File: src/rtl/i8085_system.sv
// i8085_system: minimal 8085-style computer, CPU core U1 plus 256x8 memory.
// Memory starts from the built-in default program.

module i8085_core (
    input  logic       clk,
    input  logic       rst,
    input  logic [7:0] mem_rdata,
    output logic [1:0] status,
    output logic       ale,
    output logic       rd_n,
    output logic       wr_n,
    output logic [7:0] addr,
    output logic [7:0] data,
    output logic [1:0] state
);
    typedef enum logic [1:0] {
        T1   = 2'b00,
        T2   = 2'b01,
        T3   = 2'b10,
        HALT = 2'b11
    } tstate_t;

    typedef enum logic [1:0] {
        CYC_FETCH,
        CYC_OPR,
        CYC_MRD,
        CYC_MWR
    } cyc_t;

    localparam logic [7:0] OP_MVI_A = 8'h3E;
    localparam logic [7:0] OP_MVI_B = 8'h06;
    localparam logic [7:0] OP_MOV_AB = 8'h78;
    localparam logic [7:0] OP_ADD_B = 8'h80;
    localparam logic [7:0] OP_SUB_B = 8'h90;
    localparam logic [7:0] OP_INR_A = 8'h3C;
    localparam logic [7:0] OP_DCR_A = 8'h3D;
    localparam logic [7:0] OP_STA = 8'h32;
    localparam logic [7:0] OP_LDA = 8'h3A;
    localparam logic [7:0] OP_JMP = 8'hC3;
    localparam logic [7:0] OP_HLT = 8'h76;

    tstate_t    ts;
    cyc_t       cyc;
    logic [7:0] pc;
    logic [7:0] a;
    logic [7:0] b;
    logic [7:0] ir;
    logic [7:0] data_in;
    logic       z;
    logic       s;
    logic       cy;

    cyc_t       nxt_cyc;
    logic [7:0] nxt_pc;
    logic [7:0] nxt_addr;
    logic       nxt_halt;
    logic [1:0] nxt_status;
    logic [7:0] pc_inc;
    logic [8:0] sum9;
    logic [8:0] dif9;
    logic [7:0] inc8;
    logic [7:0] dec8;

    assign pc_inc = pc + 8'd1;
    assign sum9   = {1'b0, a} + {1'b0, b};
    assign dif9   = {1'b0, a} - {1'b0, b};
    assign inc8   = a + 8'd1;
    assign dec8   = a - 8'd1;
    assign state  = ts;
    assign data   = (cyc == CYC_MWR) ? a : mem_rdata;

    // Sequencing: pick the next machine cycle, its address and the new PC at T3
    always_comb begin
        nxt_cyc    = CYC_FETCH;
        nxt_pc     = pc;
        nxt_addr   = pc;
        nxt_halt   = 1'b0;
        nxt_status = 2'b11;
        unique case (cyc)
            CYC_FETCH: begin
                nxt_pc   = pc_inc;
                nxt_addr = pc_inc;
                case (data_in)
                    OP_MVI_A, OP_MVI_B, OP_STA,
                    OP_LDA, OP_JMP: nxt_cyc = CYC_OPR;
                    OP_HLT: nxt_halt = 1'b1;
                    default: ;
                endcase
            end
            CYC_OPR: begin
                nxt_pc   = pc_inc;
                nxt_addr = pc_inc;
                case (ir)
                    OP_STA: begin
                        nxt_cyc  = CYC_MWR;
                        nxt_addr = data_in;
                    end
                    OP_LDA: begin
                        nxt_cyc  = CYC_MRD;
                        nxt_addr = data_in;
                    end
                    OP_JMP: begin
                        nxt_pc   = data_in;
                        nxt_addr = data_in;
                    end
                    default: ;
                endcase
            end
            CYC_MRD, CYC_MWR: ;
        endcase
        unique case (nxt_cyc)
            CYC_FETCH: nxt_status = 2'b11;
            CYC_OPR, CYC_MRD: nxt_status = 2'b10;
            CYC_MWR: nxt_status = 2'b01;
        endcase
        if (nxt_halt) begin
            nxt_status = 2'b00;
        end
    end

    // T-state machine with registered bus outputs; instructions retire at the last T3
    always_ff @(posedge clk) begin
        if (rst) begin
            ts      <= T1;
            cyc     <= CYC_FETCH;
            pc      <= 8'h00;
            a       <= 8'h00;
            b       <= 8'h00;
            ir      <= 8'h00;
            data_in <= 8'h00;
            z       <= 1'b0;
            s       <= 1'b0;
            cy      <= 1'b0;
            ale     <= 1'b1;
            rd_n    <= 1'b1;
            wr_n    <= 1'b1;
            addr    <= 8'h00;
            status  <= 2'b11;
        end else begin
            unique case (ts)
                T1: begin
                    ts  <= T2;
                    ale <= 1'b0;
                    if (cyc == CYC_MWR) begin
                        wr_n <= 1'b0;
                    end else begin
                        rd_n <= 1'b0;
                    end
                end
                T2: begin
                    ts   <= T3;
                    rd_n <= 1'b1;
                    wr_n <= 1'b1;
                    if (cyc != CYC_MWR) begin
                        data_in <= mem_rdata;
                    end
                end
                T3: begin
                    ts     <= nxt_halt ? HALT : T1;
                    ale    <= ~nxt_halt;
                    cyc    <= nxt_cyc;
                    addr   <= nxt_addr;
                    status <= nxt_status;
                    pc     <= nxt_pc;
                    unique case (cyc)
                        CYC_FETCH: begin
                            ir <= data_in;
                            case (data_in)
                                OP_MOV_AB: a <= b;
                                OP_ADD_B: begin
                                    a  <= sum9[7:0];
                                    cy <= sum9[8];
                                    z  <= (sum9[7:0] == 8'h00);
                                    s  <= sum9[7];
                                end
                                OP_SUB_B: begin
                                    a  <= dif9[7:0];
                                    cy <= dif9[8];
                                    z  <= (dif9[7:0] == 8'h00);
                                    s  <= dif9[7];
                                end
                                OP_INR_A: begin
                                    a <= inc8;
                                    z <= (inc8 == 8'h00);
                                    s <= inc8[7];
                                end
                                OP_DCR_A: begin
                                    a <= dec8;
                                    z <= (dec8 == 8'h00);
                                    s <= dec8[7];
                                end
                                default: ;
                            endcase
                        end
                        CYC_OPR: begin
                            case (ir)
                                OP_MVI_A: a <= data_in;
                                OP_MVI_B: b <= data_in;
                                default: ;
                            endcase
                        end
                        CYC_MRD: a <= data_in;
                        CYC_MWR: ;
                    endcase
                end
                HALT: begin
                    ts <= HALT;
                end
            endcase
        end
    end
endmodule

module i8085_system #(
    parameter int MEM_DEPTH = 256
) (
    input  logic       clk,
    input  logic       rst,
    output logic       s0,
    output logic       s1,
    output logic       io_mn,
    output logic       ale,
    output logic       rd_n,
    output logic       wr_n,
    output logic [7:0] addr,
    output logic [7:0] data,
    output logic [1:0] state
);
    logic [1:0] status;
    logic [7:0] mem_rdata;

    logic [7:0] mem [MEM_DEPTH] = '{
        0: 8'h3E, 1: 8'h05, 2: 8'h06, 3: 8'h03,
        4: 8'h80, 5: 8'h32, 6: 8'h20, 7: 8'h76,
        default: 8'h00
    };

    assign mem_rdata = mem[addr];
    assign io_mn     = 1'b0;
    assign s1        = status[1];
    assign s0        = status[0];

    // Memory write commits at the edge ending T2; a reset on that edge aborts it
    always_ff @(posedge clk) begin
        if (!rst && !wr_n) begin
            mem[addr] <= data;
        end
    end

    i8085_core U1 (
        .clk       (clk),
        .rst       (rst),
        .mem_rdata (mem_rdata),
        .status    (status),
        .ale       (ale),
        .rd_n      (rd_n),
        .wr_n      (wr_n),
        .addr      (addr),
        .data      (data),
        .state     (state)
    );
endmodule

File: config.mk
export PLATFORM = sky130hd
export DESIGN_NAME = i8085_system
export DESIGN_NICKNAME = d
export VERILOG_FILES = /design/src/rtl/i8085_system.sv
export SDC_FILE = /design/constraint.sdc
export NUM_CORES = 2
export LEC_CHECK = 0
export BUFFER_PORTS_ARGS = -buffer_cell sky130_fd_sc_hd__buf_2
export CAP_MARGIN = 30
export CORE_ASPECT_RATIO = 0.8
export CORE_MARGIN = 2
export CORE_UTILIZATION = 30
export DETAILED_ROUTE_END_ITERATION = 8
export PLACE_DENSITY = 0.46
export SYNTH_ARGS = -nofsm -noshare
export SYNTH_HDL_FRONTEND = slang
export SYNTH_SLANG_ARGS = --single-unit
File: constraint.sdc
create_clock -name clk -period 15.7 [get_ports clk]
set_clock_uncertainty 0.15 [all_clocks]
set_input_delay 3.14 -clock clk [delete_from_list [all_inputs] [get_ports clk]]
set_output_delay 3.14 -clock clk [all_outputs]
set_load 0.005 [all_outputs]
# Yosys cells after proc, flatten, opt, wreduce, memory -nomap -nowiden
# Memories as Yosys holds them, arrays and structs flattened. A register that Yosys moved wholly into a read port is not among the register bits.
# Cells that the tools add are included.
# Widths: inputs -> output; s select.
[word_totals]
wordCells = 95
mem_bits_rw = 2048
output_inout_bits = 24
reg_bits = 57
memories = 1
[memory_table]
columns = ["name", "words", "word_bits", "read_ports", "rd_ports_with_merged_regs", "wr", "line_no", "rtl"]
rows = [
  ["mem", 256, 8, 1, 1, 1, "232", "logic [7:0] mem [MEM_DEPTH] = '{"],
]
[classes]
n_mux = 26
addsub = 5
n_eq_ne = 30
n_bitwise = 1
reduce_logical = 20
[ops]
columns = ["operator", "count"]
rows = [
  ["$eq 8x6->1 const B", 8],
  ["$mux 8", 6],
  ["$pmux 8 s5", 1],
  ["$eq 8x8->1 const B", 4],
  ["$pmux 8 s2", 2],
  ["$pmux 8 s3", 1],
  ["$add 8x1->8 const B", 2],
  ["$eq 8x3->1 const B", 2],
  ["$eq 8x7->1 const B", 2],
  ["$eq 2x2->1 const B", 6],
  ["$reduce_and 2->1", 5],
  ["$add 8x8->8", 1],
  ["$pmux 2 s2", 2],
  ["$pmux 2 s4", 1],
  ["$sub 8x1->8 const B", 1],
  ["$sub 8x8->8", 1],
  ["$mux 1", 7],
  ["$eq 2x1->1 const B", 3],
  ["$logic_not 2->1", 3],
  ["$ne 2x2->1 const B", 3],
  ["$ne 6x4->1 const B", 1],
  ["$pmux 1 s2", 3],
  ["$pmux 2 s3", 1],
  ["$reduce_bool 2->1", 3],
  ["other kinds (11)", 13],
]

# Longest topological paths before layout
[depth]
depth_word = 8
mapped_depth = 16
mapped_depth_nobuf = 15

# Hierarchy
# Synthesis repeated with hierarchy kept, for this count alone.
[hier_totals]
hier_cells = 3977
hier_area_um2 = 81802.2
[by_module_without_submodules]
columns = ["mod", "cells_each", "seq_area_each_um2", "area_each_um2", "n_inst"]
rows = [
  ["i8085_system", 3518, 61499.0, 78160.0, 1],
  ["i8085_core", 459, 1141.1, 3642.2, 1],
]

# Worst setup path before layout
# No wires, ideal clock.
[synth_path]
kind = "reg2out"
start = "register with a tool-made name"
end = "output data[4]"
required_ns = 12.410
path_slack_ns = 0.008
stages_incl_launch_ff = 11
path_buffers = 6
t_arrival_ns = 12.402
cell_sequence = "dfxtp_1 buf_4 buf_4 buf_4 buf_4 buf_2 buf_2 mux2i_1 a211oi_1 a31oi_1 o31ai_1"
[synth_rtl]
columns = ["element", "line_no", "rtl"]
rows = [
  ["to (decl)", "226", "output logic [7:0] data,"],
]

==> load_flow_metrics.sql <==
INSERT INTO impl_metrics (metric_group, metric, value, unit) VALUES
('cts', 'cts_root_buffer', 'sky130_fd_sc_hd__clkbuf_16', ''),
('setup_path', 'timing.rr.end', 'mem[192][1]', ''),
('timing', 'period_minus_slack', '9.55', 'ns'),
('die', 'die-height', '476', 'µm'),
('yosys', 'ys_warn_count', '0', ''),
('flow_run', 'maxCapViolCount', '0', ''),
('timing', 'clock.fmax', '105', 'MHz'),
('min_path', 'worst_hold_path_type', 'reg -> reg', ''),
('grt', 'grt_start_max_net_pins', '186', ''),
('power', 'seq_pwr_share', '51.4', '%'),
('cts', 'cts_tree', 'done', ''),
('yosys', 'post_syn_area_per_cell', '20.0', 'µm²'),
('min_path', 'holdPathEnd', 'U1.ir[1]', ''),
('cells_and_area', 'finalNetCount', '4410', ''),
('placement', 'post_detailed_placement_half_perimeter_wirelength', '158', 'mm'),
('yosys', 'ys_ff_latch', '2113', ''),
('min_path', 'holdPathStages', '2', ''),
('power', 'report.power.total', '12.9', 'mW'),
('cells_and_area', 'final-seq-area', '62800', 'µm²'),
('setup_path', 'worst-endpoint-arrival', '6.26', 'ns'),
('setup_path', 'r2r_slack', '7.72', 'ns'),
('drt', 'drt-vias-per-instance', '5.24', ''),
('drt', 'wl_per_cell', '30.4', 'µm'),
('setup_path', 'critical-path-top-cell-by-count', 'sky130_fd_sc_hd__buf_4', ''),
('grt', 'first_global_vias', '42400', ''),
('power', 'clock_power_share', '39.1', '%'),
('cells_and_area', 'commonest_non_fill_non_tap_cells_in_the_layout', '2048 x sky130_fd_sc_hd__edfxtp_1, 481 x sky130_fd_sc_hd__mux4_2, 355 x sky130_fd_sc_hd__nor2_1', ''),
('yosys', 'asyncSetResetFlopFracSynth', '0', '%'),
('cells_and_area', 'multiInputGateArea', '19100', 'µm²'),
('yosys', 'ys_seq_area_share', '75.3', '%'),
('cells_and_area', 'n_fill_cell', '25900', ''),
('drt', 'remaining_drc_errors', '0', ''),
('placement', 'io_buffer_count', '24', ''),
('die', 'top_level_ports', '26', ''),
('cts', 'worst_setup_hold_path_clk_slew', '0.06', 'ns'),
('timing', 'tightestPinTransition', '1.11', 'ns'),
('die', 'initial_core_utilization', '30.1', '%'),
('die', 'die-area', '282000', 'µm²'),
('cts', 'cts_repair_resize_count', '0', ''),
('cells_and_area', 'final_common_cell', 'sky130_fd_sc_hd__edfxtp_1', ''),
('drt', 'dr.pass1.iters', '5', ''),
('power', 'internal_power', '9.79', 'mW'),
('yosys', 'synthesis.nets', '4181', ''),
('yosys', 'postSynthCellCount', '4164', ''),
('power', 'net_switching_component_of_the_power', '3.15', 'mW'),
('timing', 'final-setup-viol-count', '0', ''),
('cells_and_area', 'post_route_cells_drive_above_1_share', '23.8', '%'),
('cells_and_area', 'area_delta_synth_final', '14.8', '%'),
('setup_path', 'crit_fanout', '89', ''),
('yosys', 'ys_types', '78', ''),
('drt', 'postRouteAntennaNets', '0', ''),
('cts', 'post-cts-setup-buffers', '0', ''),
('cts', 'tritoncts_buffers', '219', ''),
('yosys', 'synth-main-ff-cell', 'sky130_fd_sc_hd__edfxtp_1', ''),
('timing', 'max_slew_margin', '25.6', '%'),
('drt', 'dr.first_iter.drc_count', '5292', ''),
('power', 'cellLeakagePower', '28.5', 'nW'),
('cts', 'clkLatencyLatePin', '0.89', 'ns'),
('yosys', 'synth-edff-count', '2048', ''),
('setup_path', 'reg2regPathDepth', '13', ''),
('cts', 'cts.htree.levels', '4', ''),
('status', 'outcome', 'finished, final reports clean', ''),
('setup_path', 'cpMaxStageDelayCell', 'sky130_fd_sc_hd__a2111oi_0', ''),
('power', 'switching_share', '24.3', '%'),
('die', 'placementRows', '173', ''),
('setup_path', 'end_kind', 'primary output', ''),
('setup_path', 'setup.worst_path.start_class', 'flop', ''),
('min_path', 'startpoint_of_the_worst_hold_path', 'U1.ir[1]', ''),
('drt', 'routed-via-count', '43200', ''),
('grt', 'globalRouteOverflowTotal', '0', ''),
('setup_path', 'required', '12.41', 'ns');
## cell type report
| cell class | instances | share of cell area (%) |
|---|---|---|
| sequential | 2113 | 65.6 |
| multi-input combinational | 1775 | 20.0 |
| clock buffer | 280 | 6.01 |
| tap | 3675 | 4.80 |
| timing repair buffer | 266 | 2.52 |
| clock inverter | 110 | 1.05 |
| inverter | 18 | 0.0705 |
| antenna | 1 | 0.00261 |
## synth_stat cells, types with 50 or more instances
master                     count  share of area (%)
sky130_fd_sc_hd__a21oi_1      66               0.40
sky130_fd_sc_hd__edfxtp_1   2048                 74
sky130_fd_sc_hd__buf_4        52               0.47
sky130_fd_sc_hd__nand3_1      60               0.36
sky130_fd_sc_hd__dfxtp_1      65                1.6
sky130_fd_sc_hd__a22oi_1      51               0.46
sky130_fd_sc_hd__mux4_2      481                 13
sky130_fd_sc_hd__buf_2        65               0.39
sky130_fd_sc_hd__mux2i_1     129                1.5
sky130_fd_sc_hd__clkbuf_1     95               0.43
sky130_fd_sc_hd__nor2_1      356                1.6
sky130_fd_sc_hd__nand2_1     126               0.57
sky130_fd_sc_hd__o21ai_0      50               0.30
## state kept, by name, summed over array words and instances (netlist names), named ones only
register    flops
U1.b            8
mem          2048
U1.a            8
U1.status       2
U1.data_in      8
U1.ir           8
U1.wr_n         1
U1.cyc          2
U1.pc           8
U1.addr         8
U1.ale          1
U1.state        2
U1.rd_n         1
## cell families after synthesis
logic type,after synthesis,synth area share (%)
DFF,2113,75.3
and+or+nand+nor,722,3.89
muxes,649,15.4
AOI/OAI and AO/OA,379,3.14
buffers and inverters,276,1.98
adders and majority gates,15,0.234
xor gates and xnor gates,9,0.111
other,1,0.00449
## layer usage
layer / wire [µm] / part of all wire [%] / global-route usage [%] / vias up
met1: 119000 / 47 / 26.9 / 23500
met5: 0 / 0 / 0 / -
met4: 5060 / 2.0 / 3.96 / 0
met3: 20300 / 8.1 / 3.70 / 316
li1: - / - / - / 17700
met2: 106000 / 42 / 24.9 / 1682
## through the flow
step           area [µm²]  worst slack, ns  hold slack, ns  instances  util [%]
2_1_floorplan       83400          0.00775           0.295       4164         -
3_3_place_gp        87700             6.72           0.298       7724      31.6
3_5_place_dp        88700             7.09           0.311       7817      32.0
4_1_cts             95400             6.13           0.321       8207      34.4
5_1_grt             95800             5.89           0.336       8237      34.5
6_report            95800             6.15           0.318       8238      34.5
## power by group through the flow
stage | Clock [mW] | Sequential, mW | Combinational [mW]
2_1_floorplan | 0 | 7.06 | 0.632
3_3_place_gp | 0 | 6.77 | 1.18
3_5_place_dp | 0 | 6.77 | 1.22
4_1_cts | 5.16 | 6.65 | 1.22
5_1_grt | 5.38 | 6.64 | 1.32
6_report | 5.07 | 6.65 | 1.23
## worst max-delay path, delay by kind of cell (launching register included)
family                 cells  cell delay [ns]
buffers and inverters      4             1.91
AOI/OAI and AO/OA          4             2.01
muxes                      2             0.47
DFF                        1             0.51
and+or+nand+nor            1             0.34
## worst max-delay path by stage
stage | start | to | slack [ns] | depth (start not counted)
global placement | flop | data[6] | 6.72 | 11
floorplan | flop | data[4] | 0.008 | 10
CTS | flop | data[1] | 6.13 | 11
finish | flop | data[1] | 6.15 | 11
global route | flop | data[1] | 5.89 | 11
detailed placement | flop | data[1] | 7.09 | 11
No activity file was read; power rests on OpenSTA's default activity.
